--- config.mk ---
export PLATFORM = sky130hd
export DESIGN_NAME = spi_cmd_decoder_flat
export DESIGN_NICKNAME = d
export VERILOG_FILES = /design/src/rtl/spi_cmd_decoder_pkg.sv /design/src/rtl/spi_cmd_decoder_if.sv /design/src/rtl/spi_cmd_decoder.sv /design/src/flat_wrapper.sv
export SDC_FILE = /design/constraint.sdc
export NUM_CORES = 1
export LEC_CHECK = 0
export ABC_AREA = 0
export CORE_MARGIN = 2
export CORE_UTILIZATION = 50
export DETAILED_ROUTE_END_ITERATION = 12
export PLACE_DENSITY = 0.74
export SLEW_MARGIN = 40
export SYNTH_ARGS = -nofsm -noshare
export SYNTH_HDL_FRONTEND = slang
export SYNTH_SLANG_ARGS = --single-unit
--- constraint.sdc ---
create_clock -name clk -period 7.58 [get_ports clk]
set_input_delay 1.895 -clock clk [delete_from_list [all_inputs] [get_ports clk]]
set_output_delay 1.895 -clock clk [all_outputs]
set_load 0.05 [all_outputs]
--- src/rtl/spi_cmd_decoder_pkg.sv ---
`default_nettype none
// ============================================================================
// Module : spi_cmd_decoder_pkg
// Brief  : Opcode values and FSM state encodings for the SPI command decoder.
// Rev    : 1.0  initial release
// ============================================================================
package spi_cmd_decoder_pkg;

    localparam logic [7:0] c_OP_NOP     = 8'h00;
    localparam logic [7:0] c_OP_INIT    = 8'h01;
    localparam logic [7:0] c_OP_WR_INV  = 8'h02;
    localparam logic [7:0] c_OP_RD_INV  = 8'h03;
    localparam logic [7:0] c_OP_WR_LEDS = 8'h04;
    localparam logic [7:0] c_OP_RD_LEDS = 8'h05;
    localparam logic [7:0] c_OP_WR_VEC  = 8'h06;
    localparam logic [7:0] c_OP_RD_VEC  = 8'h07;

    localparam int         c_ST_W    = 2;
    localparam logic [1:0] c_ST_IDLE = 2'd0;
    localparam logic [1:0] c_ST_ARG  = 2'd1;
    localparam logic [1:0] c_ST_VRX  = 2'd2;
    localparam logic [1:0] c_ST_TX   = 2'd3;

    function automatic logic is_read_op(input logic [7:0] op);
        return (op == c_OP_RD_INV) || (op == c_OP_RD_LEDS) || (op == c_OP_RD_VEC);
    endfunction

endpackage
`default_nettype wire

--- src/rtl/spi_cmd_decoder_if.sv ---
`default_nettype none
// ============================================================================
// Module : spi_cmd_decoder_if
// Brief  : Read/write word handshake between spi_slave and the command decoder.
// Rev    : 1.0  initial release
// ============================================================================
interface spi_cmd_decoder_if #(
    parameter int DATA_W = 16
);
    logic              rd_data_avail;
    logic [DATA_W-1:0] rd_data;
    logic              rd_ack;
    logic              wr_buffer_free;
    logic              wr_en;
    logic [DATA_W-1:0] wr_data;

    // master = spi_slave side, slave = command decoder side
    modport master (
        output rd_data_avail, rd_data, wr_buffer_free,
        input  rd_ack, wr_en, wr_data
    );
    modport slave (
        input  rd_data_avail, rd_data, wr_buffer_free,
        output rd_ack, wr_en, wr_data
    );
endinterface
`default_nettype wire

--- src/rtl/spi_cmd_decoder.sv ---
`default_nettype none
// ============================================================================
// Module : spi_cmd_decoder
// Brief  : Decodes SPI command words, updates LED/inversion/vector registers
//          and streams response words back to the SPI slave.
// Rev    : 1.0  initial release
// ============================================================================
module spi_cmd_decoder
    import spi_cmd_decoder_pkg::*;
#(
    parameter int DATA_W = 16,
    parameter int VEC_N  = 4,
    parameter int VEC_W  = 24
) (
    input  logic                   clk,
    input  logic                   reset,
    spi_cmd_decoder_if.slave       bus,
    output logic [15:0]            leds,
    output logic [15:0]            inv_reg,
    output logic [VEC_N*VEC_W-1:0] vec_flat,
    output logic [7:0]             bad_op_cnt
);

    localparam int         c_VEC_BITS  = VEC_N * VEC_W;
    localparam int         c_VEC_WORDS = c_VEC_BITS / DATA_W;
    localparam logic [2:0] c_VEC_LAST  = 3'(c_VEC_WORDS - 1);
    localparam logic [2:0] c_VEC_CNT   = 3'(c_VEC_WORDS);

    logic [c_ST_W-1:0]            r_state;
    logic [c_ST_W-1:0]            w_state_nxt;
    logic                         r_avail_q;
    logic                         w_accept;
    logic [7:0]                   w_opcode;
    logic                         r_arg_leds;
    logic [2:0]                   r_wcnt;
    logic [2:0]                   r_tx_left;
    logic [c_VEC_BITS-DATA_W-1:0] r_shadow;
    logic [c_VEC_BITS-1:0]        r_tx_buf;
    logic [c_VEC_BITS-1:0]        r_vec;
    logic [15:0]                  r_leds;
    logic [15:0]                  r_inv;
    logic [7:0]                   r_bad;
    logic                         r_gap;
    logic [DATA_W-1:0]            r_wr_last;
    logic [DATA_W-1:0]            w_tx_word;
    logic                         w_wr_en;

    assign w_accept  = bus.rd_data_avail & ~r_avail_q;
    assign w_opcode  = bus.rd_data[7:0];
    assign w_tx_word = r_tx_buf[c_VEC_BITS-1 -: DATA_W];

    always_ff @(posedge clk) begin
        if (reset) r_state <= c_ST_IDLE;
        else       r_state <= w_state_nxt;
    end

    always_comb begin
        w_state_nxt = r_state;
        case (r_state)
            c_ST_IDLE: begin
                if (w_accept) begin
                    if (w_opcode == c_OP_WR_INV || w_opcode == c_OP_WR_LEDS)
                        w_state_nxt = c_ST_ARG;
                    else if (w_opcode == c_OP_WR_VEC)
                        w_state_nxt = c_ST_VRX;
                    else if (is_read_op(w_opcode))
                        w_state_nxt = c_ST_TX;
                end
            end
            c_ST_ARG: if (w_accept) w_state_nxt = c_ST_IDLE;
            c_ST_VRX: if (w_accept && r_wcnt == c_VEC_LAST) w_state_nxt = c_ST_IDLE;
            c_ST_TX:  if (w_wr_en && r_tx_left == 3'd1) w_state_nxt = c_ST_IDLE;
            default:  w_state_nxt = c_ST_IDLE;
        endcase
    end

    // r_gap blocks back-to-back pulses and delays the first pulse after TX entry
    always_comb begin
        bus.rd_ack  = w_accept;
        w_wr_en     = (r_state == c_ST_TX) && bus.wr_buffer_free && !r_gap
                      && (r_tx_left != 3'd0);
        bus.wr_en   = w_wr_en;
        bus.wr_data = w_wr_en ? w_tx_word : r_wr_last;
    end

    always_ff @(posedge clk) begin
        if (reset) begin
            r_avail_q  <= 1'b0;
            r_arg_leds <= 1'b0;
            r_wcnt     <= 3'd0;
            r_tx_left  <= 3'd0;
            r_shadow   <= '0;
            r_tx_buf   <= '0;
            r_vec      <= '0;
            r_leds     <= '0;
            r_inv      <= '0;
            r_bad      <= '0;
            r_gap      <= 1'b0;
            r_wr_last  <= '0;
        end else begin
            r_avail_q <= bus.rd_data_avail;
            r_gap     <= w_wr_en;
            if (w_wr_en) begin
                r_wr_last <= w_tx_word;
                r_tx_buf  <= r_tx_buf << DATA_W;
                r_tx_left <= r_tx_left - 3'd1;
            end
            case (r_state)
                c_ST_IDLE: begin
                    if (w_accept) begin
                        case (w_opcode)
                            c_OP_NOP: ;
                            c_OP_INIT: begin
                                r_leds <= '0;
                                r_inv  <= '0;
                                r_vec  <= '0;
                                r_bad  <= '0;
                            end
                            c_OP_WR_INV:  r_arg_leds <= 1'b0;
                            c_OP_WR_LEDS: r_arg_leds <= 1'b1;
                            c_OP_WR_VEC:  r_wcnt     <= 3'd0;
                            c_OP_RD_INV: begin
                                r_tx_buf  <= {~r_inv, {(c_VEC_BITS-DATA_W){1'b0}}};
                                r_tx_left <= 3'd1;
                                r_gap     <= 1'b1;
                            end
                            c_OP_RD_LEDS: begin
                                r_tx_buf  <= {r_leds, {(c_VEC_BITS-DATA_W){1'b0}}};
                                r_tx_left <= 3'd1;
                                r_gap     <= 1'b1;
                            end
                            c_OP_RD_VEC: begin
                                r_tx_buf  <= r_vec;
                                r_tx_left <= c_VEC_CNT;
                                r_gap     <= 1'b1;
                            end
                            default: if (r_bad != 8'hFF) r_bad <= r_bad + 8'd1;
                        endcase
                    end
                end
                c_ST_ARG: begin
                    if (w_accept) begin
                        if (r_arg_leds) r_leds <= bus.rd_data;
                        else            r_inv  <= ~bus.rd_data;
                    end
                end
                c_ST_VRX: begin
                    if (w_accept) begin
                        r_shadow <= {r_shadow[c_VEC_BITS-2*DATA_W-1:0], bus.rd_data};
                        if (r_wcnt == c_VEC_LAST) begin
                            r_vec  <= {r_shadow, bus.rd_data};
                            r_wcnt <= 3'd0;
                        end else begin
                            r_wcnt <= r_wcnt + 3'd1;
                        end
                    end
                end
                default: ;
            endcase
        end
    end

    assign leds       = r_leds;
    assign inv_reg    = r_inv;
    assign vec_flat   = r_vec;
    assign bad_op_cnt = r_bad;

endmodule
`default_nettype wire

--- src/flat_wrapper.sv ---
// flat-port wrapper written by rule: the top's interface ports become plain ports
module spi_cmd_decoder_flat import spi_cmd_decoder_pkg::*;
#(
    parameter int DATA_W = 16,
    parameter int VEC_N  = 4,
    parameter int VEC_W  = 24
)
  (clk, reset, leds, inv_reg, vec_flat, bad_op_cnt, bus_rd_data_avail, bus_rd_data, bus_wr_buffer_free, bus_rd_ack, bus_wr_en, bus_wr_data);
  spi_cmd_decoder_if #(.DATA_W(DATA_W)) bus_i ();
  input  logic clk;
  input  logic reset;
  output logic [15:0] leds;
  output logic [15:0] inv_reg;
  output logic [VEC_N*VEC_W-1:0] vec_flat;
  output logic [7:0] bad_op_cnt;
  input wire logic [$bits(bus_i.rd_data_avail)-1:0] bus_rd_data_avail;
  input wire logic [$bits(bus_i.rd_data)-1:0] bus_rd_data;
  input wire logic [$bits(bus_i.wr_buffer_free)-1:0] bus_wr_buffer_free;
  output wire logic [$bits(bus_i.rd_ack)-1:0] bus_rd_ack;
  output wire logic [$bits(bus_i.wr_en)-1:0] bus_wr_en;
  output wire logic [$bits(bus_i.wr_data)-1:0] bus_wr_data;
  assign bus_i.rd_data_avail = bus_rd_data_avail;
  assign bus_i.rd_data = bus_rd_data;
  assign bus_i.wr_buffer_free = bus_wr_buffer_free;
  assign bus_rd_ack = bus_i.rd_ack;
  assign bus_wr_en = bus_i.wr_en;
  assign bus_wr_data = bus_i.wr_data;
  spi_cmd_decoder #(.DATA_W(DATA_W), .VEC_N(VEC_N), .VEC_W(VEC_W)) u_core (.clk(clk), .reset(reset), .bus(bus_i), .leds(leds), .inv_reg(inv_reg), .vec_flat(vec_flat), .bad_op_cnt(bad_op_cnt));
endmodule
## Word-level counts from Yosys, hierarchy flattened

Cells that the tools add are included.

- Register bits: 339
- Bits of input ports: 20
- Output and inout port bits: 154
- Logic and storage cells: 113

- $add $sub $neg: 3
- Reductions and logical operators: 27
- Equality and inequality tests: 24
- Mux-type cells: 41
- Bitwise gates (word level): 5

Operators by type and width:

| operator | number |
|---|---|
| two-way mux 96 bit | 7 |
| one-hot mux 96 bit (3 select lines) | 1 |
| one-hot mux 96 bit (2 select lines) | 1 |
| two-way mux 16 bit | 7 |
| one-hot mux 16 bit (2 select lines) | 2 |
| equality test 8 x 3 -> 1 bit (second input constant) | 4 |
| NOT 16 bit | 2 |
| two-way mux 3 bit | 7 |
| AND reduction 5 bit | 4 |
| != test 2 x 1 -> 1 bit (second input constant) | 9 |
| equality test 8 x 2 -> 1 bit (second input constant) | 2 |
| one-hot mux 8 bit (2 select lines) | 1 |
| two-way mux 2 bit | 7 |
| one-hot mux 3 bit (2 select lines) | 2 |
| adder 8 x 1 -> 8 bit (second input constant) | 1 |
| equality test 8 x 1 -> 1 bit (second input constant) | 1 |
| zero test 8 bit | 1 |
| two-way mux 8 bit | 1 |
| != test 8 bit (second input constant) | 1 |
| one-hot mux 2 bit (4 select lines) | 1 |
| AND reduction 4 bit | 2 |
| nonzero test 2 bit | 4 |
| OR reduction 7 bit | 1 |
| logical AND 1 bit | 5 |
| 20 further kinds | 26 |

## Longest topological paths before layout

- Depth after elaboration: 8
- Depth in mapped cells: 11
- Mapped depth without buffers: 9

## Least setup slack after synthesis

Ideal clock, no wire load.

- Path type: input -> output
- From: input port bus_wr_buffer_free
- To: output port bus_wr_data[10]
- Data required time: 5685 ps
- Path slack: 1910 ps
- Stages on the path: 6
- Arrival: 3775 ps
- Buffers on the path: 2
- Cells stage by stage: nand4_1 -> inv_1 -> clkbuf_1 -> clkbuf_1 -> nand2_1 -> nand2_1

- Word-level cells in the longest chain between the ends: 4

Ends and longest elaborated chain:

| element | RTL line | source |
|---|---|---|
| start, declared | flat_wrapper.sv:18 | `input wire logic [$bits(bus_i.wr_buffer_free)-1:0] bus_wr_buffer_free;` |
| logical AND 1 bit (2 in a row) | spi_cmd_decoder.sv:80 | `w_wr_en = (r_state == c_ST_TX) && bus.wr_buffer_free && !r_gap` |
| logical AND 1 bit | spi_cmd_decoder.sv:81 | `&& (r_tx_left != 3'd0);` |
| net bus_wr_en | flat_wrapper.sv:20 | `output wire logic [$bits(bus_i.wr_en)-1:0] bus_wr_en;` |
| two-way mux 16 bit | - |  |
| end, declared | flat_wrapper.sv:21 | `output wire logic [$bits(bus_i.wr_data)-1:0] bus_wr_data;` |

The timed path passes the listed nets, and every way through them passes these cells.

## Worst setup path in the final report

- From: input port bus_wr_buffer_free
- To: output port bus_wr_data[5]

- Word-level cells in the longest chain between the ends: 4

Ends and longest elaborated chain:

| element | RTL line |
|---|---|
| logical AND 1 bit (2 in a row) | spi_cmd_decoder.sv:80 |
| logical AND 1 bit | spi_cmd_decoder.sv:81 |
| two-way mux 16 bit | - |

No other way between the ends.

==> summary.txt <==
Hold path
  • HP Class: reg2reg

Worst setup path
  • CP Class: in2out
  • Setup crit start kind: input pin
  • CP max FO: 36
  • CP endpoint kind: output pin
  • Critical path arrival: 4.08 ns
  • Worst path required time: 5.69 ns

STA
  • Max Transition Viols Final: 0
  • Fin. Hold Viols: 0
  • Slew headroom: 43.38%
  • Fmax: 167.5 MHz
  • Clk_skew: 0.01088 ns
  • Tmin final: roughly 6.0 ns
  • Worst-Margin Slew: around 0.85 ns
  • Setup TNS Final: 0 ns
  • Final count of negative-setup-slack endpoints: 0
  • Hold Worst Slack: 0.4573 ns
  • Tcrit/Tclk final: 78.78%
  • RSZ-0062 raised after global routing: no

Synthesis
  • Register bit total from synthesis: about 340
  • Main flop type after synthesis: dfxtp_1
  • Yosys top cell by area: dfxtp_1
  • Top cells by area, synth: dfxtp_1, nand2_1, a22o_1
  • Yosys Warn Count: 0
  • Post-Syn Area: 12960 um^2
  • Distinct cells, synth: 47
  • Post-Syn Instances: 1419
  • Post-synth EDFFs: 0
  • Most frequent cells after synthesis: dfxtp_1, nand2_1, a21oi_1, a22o_1, clkbuf_1
  • Mean Syn Cell Area: 9.135 um^2
  • Share of the synthesized area in the top cell type: between 50% and 60%
  • Asr flop ratio synth: 0%
  • Seq/Total Area, Yosys: 52.36%
  • Synth Net Count: 1443
  • Most frequent cell after synthesis: dfxtp_1

Global routing
  • Gr ovfl total: 0
  • Antenna violations before repair: 0
  • Largest net degree at the start of global routing: 101
  • GRT Total Usage: between 20% and 30%
  • First-pass GRT wire length: 60.45 mm
  • Vias in the first global route: roughly 10000

Route
  • Vias per inst: 5.936
  • DRC Markers: 0
  • Final ANT Viol Nets: 0
  • WL per Instance: 21.23 um
  • DR pass1 iterations: 6
  • Initial DRC count: ~1200
  • Vias: around 11000
  • Post-Route WL: 39.77 mm

Floorplanning
  • Rows: between 50 and 60
  • Total die area: 27230 um^2
  • Ports: 174
  • Die extent in x: about 170 um
  • Initial Util: approximately 51%
  • Die span in y: ~170 um
  • Core Region: between 20000 and 30000 um^2

Place
  • Buffers on Ports: around 170
  • Placer Congestion: 0.9018
  • Post-place instance area: 14830 um^2
  • Hpwl dp: approximately 26 mm

Clock tree
  • Bufs on Longest Clock Path: 3
  • Reg clk slew, reported paths: 0.06 ns
  • # H-tree levels: 2
  • Clock root cell: clkbuf_16
  • CTS Buf Count: 35
  • CTS tree: yes
  • Hold-fix buffer count after cts: 0
  • Post-CTS Resized: 0
  • Worst skew pair latency: 0.51 ns
  • Clk sinks: around 340
  • Post-CTS Setup Inserts: 0

Finish
  • Final-stage net count: around 1500
  • Synthesis-to-layout area growth: 23.09%
  • ANT cells: 0
  • Final-layout fill cell count: roughly 2200
  • Share of cells above drive strength 1: 10.56%
  • Post-route cell area: between 15000 and 20000 um^2

Pwr
  • Max VDD drop: approximately 0.15 mV
  • PwrDens: between 200 and 250 nW/um^2
  • Leakage: 5.716 nW

Flow run
  • Max-cap violations: 0

Run status
  • Status: complete, no violations
-- placed cells by master, fill, tap and decap left out, types with 3 or more instances in the layout --
| cell | instances |
|---|---|
| clkbuf_16 | 35 |
| mux2_2 | 80 |
| a22oi_1 | 65 |
| buf_4 | 6 |
| inv_1 | 9 |
| a22o_1 | 112 |
| o211ai_1 | 3 |
| nand3_1 | 57 |
| nand2_1 | 271 |
| ha_1 | 4 |
| mux2i_1 | 4 |
| buf_6 | 7 |
| nor2_1 | 90 |
| o21ai_0 | 39 |
| and2_1 | 17 |
| dfxtp_1 | 339 |
| nor2b_1 | 18 |
| and3_1 | 3 |
| clkbuf_8 | 9 |
| a32o_1 | 3 |
| clkdlybuf4s50_1 | 172 |
| clkbuf_1 | 7 |
| nand2b_1 | 3 |
| a21oi_1 | 120 |
| o31ai_1 | 19 |
-- metrics by stage --
stage	instances	total power, mW	util, %	setup slack (ns)
6_report	1873	3.574	63.00	1.608
5_1_grt	1873	3.670	63.00	1.496
4_1_cts	1873	3.589	62.98	1.588
3_5_place_dp	1815	1.917	58.56	1.591
3_3_place_gp	1813	1.914	58.25	1.657
2_1_floorplan	1419	1.877	-	1.910
-- metal layers --
layer  up-vias  wire length [um]  global-route usage, %
met5         -                 0                      0
met2       468             18460                  45.98
met1      5372             17060                  38.87
met4         0              1479                  11.62
met3        88              2761                  5.073
li1       5190                 -                      -
-- cells by family after synthesis --
logic type / share of synthesized area [%]
simple gates: 16.17
compound gates: 19.72
flops: 52.36
buf+inv: 3.977
mux: 7.259
fa+ha+maj: 0.3861
xor+xnor: 0.1352
-- report_power, final --
part | leakage (nW) | internal, mW | total (mW) | switching, mW
Combinational | 2.44 | 0.0223 | 0.0939 | 0.0716
Sequential | 2.73 | 1.78 | 1.78 | 0.00177
Clock | 0.545 | 1.00 | 1.70 | 0.692
-- area by class of cell --
class                   instances  area [um^2]  share of cell area [%]
clock buffers                  51         1026                   6.430
clock inverters                 7        93.84                  0.5881
inverters                      10        37.54                  0.2353
multi-input cells             949         5713                   35.81
flip-flops and latches        339         6787                   42.53
well taps                     330        412.9                   2.588
repair buffers                187         1886                   11.82
-- worst paths after layout --
kind	from	end	slack, ns	cells after the start
worst max-delay path	bus_wr_buffer_free	bus_wr_data[5]	1.61	7
worst min-delay path	u_core.r_shadow[73]$_SDFFE_PP0P_	u_core.r_shadow[73]$_SDFFE_PP0P_	0.46	2
worst max register to register	u_core.r_tx_left[0]$_SDFF_PP0_	u_core.r_tx_buf[46]$_SDFF_PP0_	4.53	11
worst min register to register	u_core.r_shadow[73]$_SDFFE_PP0P_	u_core.r_shadow[73]$_SDFFE_PP0P_	0.46	2
-- worst max-delay path: stages --
cell	delay [ns]
clkdlybuf4s50_1	0.46
nand4_1	0.08
buf_4	0.31
inv_2	0.31
nand2_1	0.11
nand2_1	0.09
clkdlybuf4s50_1	0.80
No activity file was read; power rests on OpenSTA's default activity.
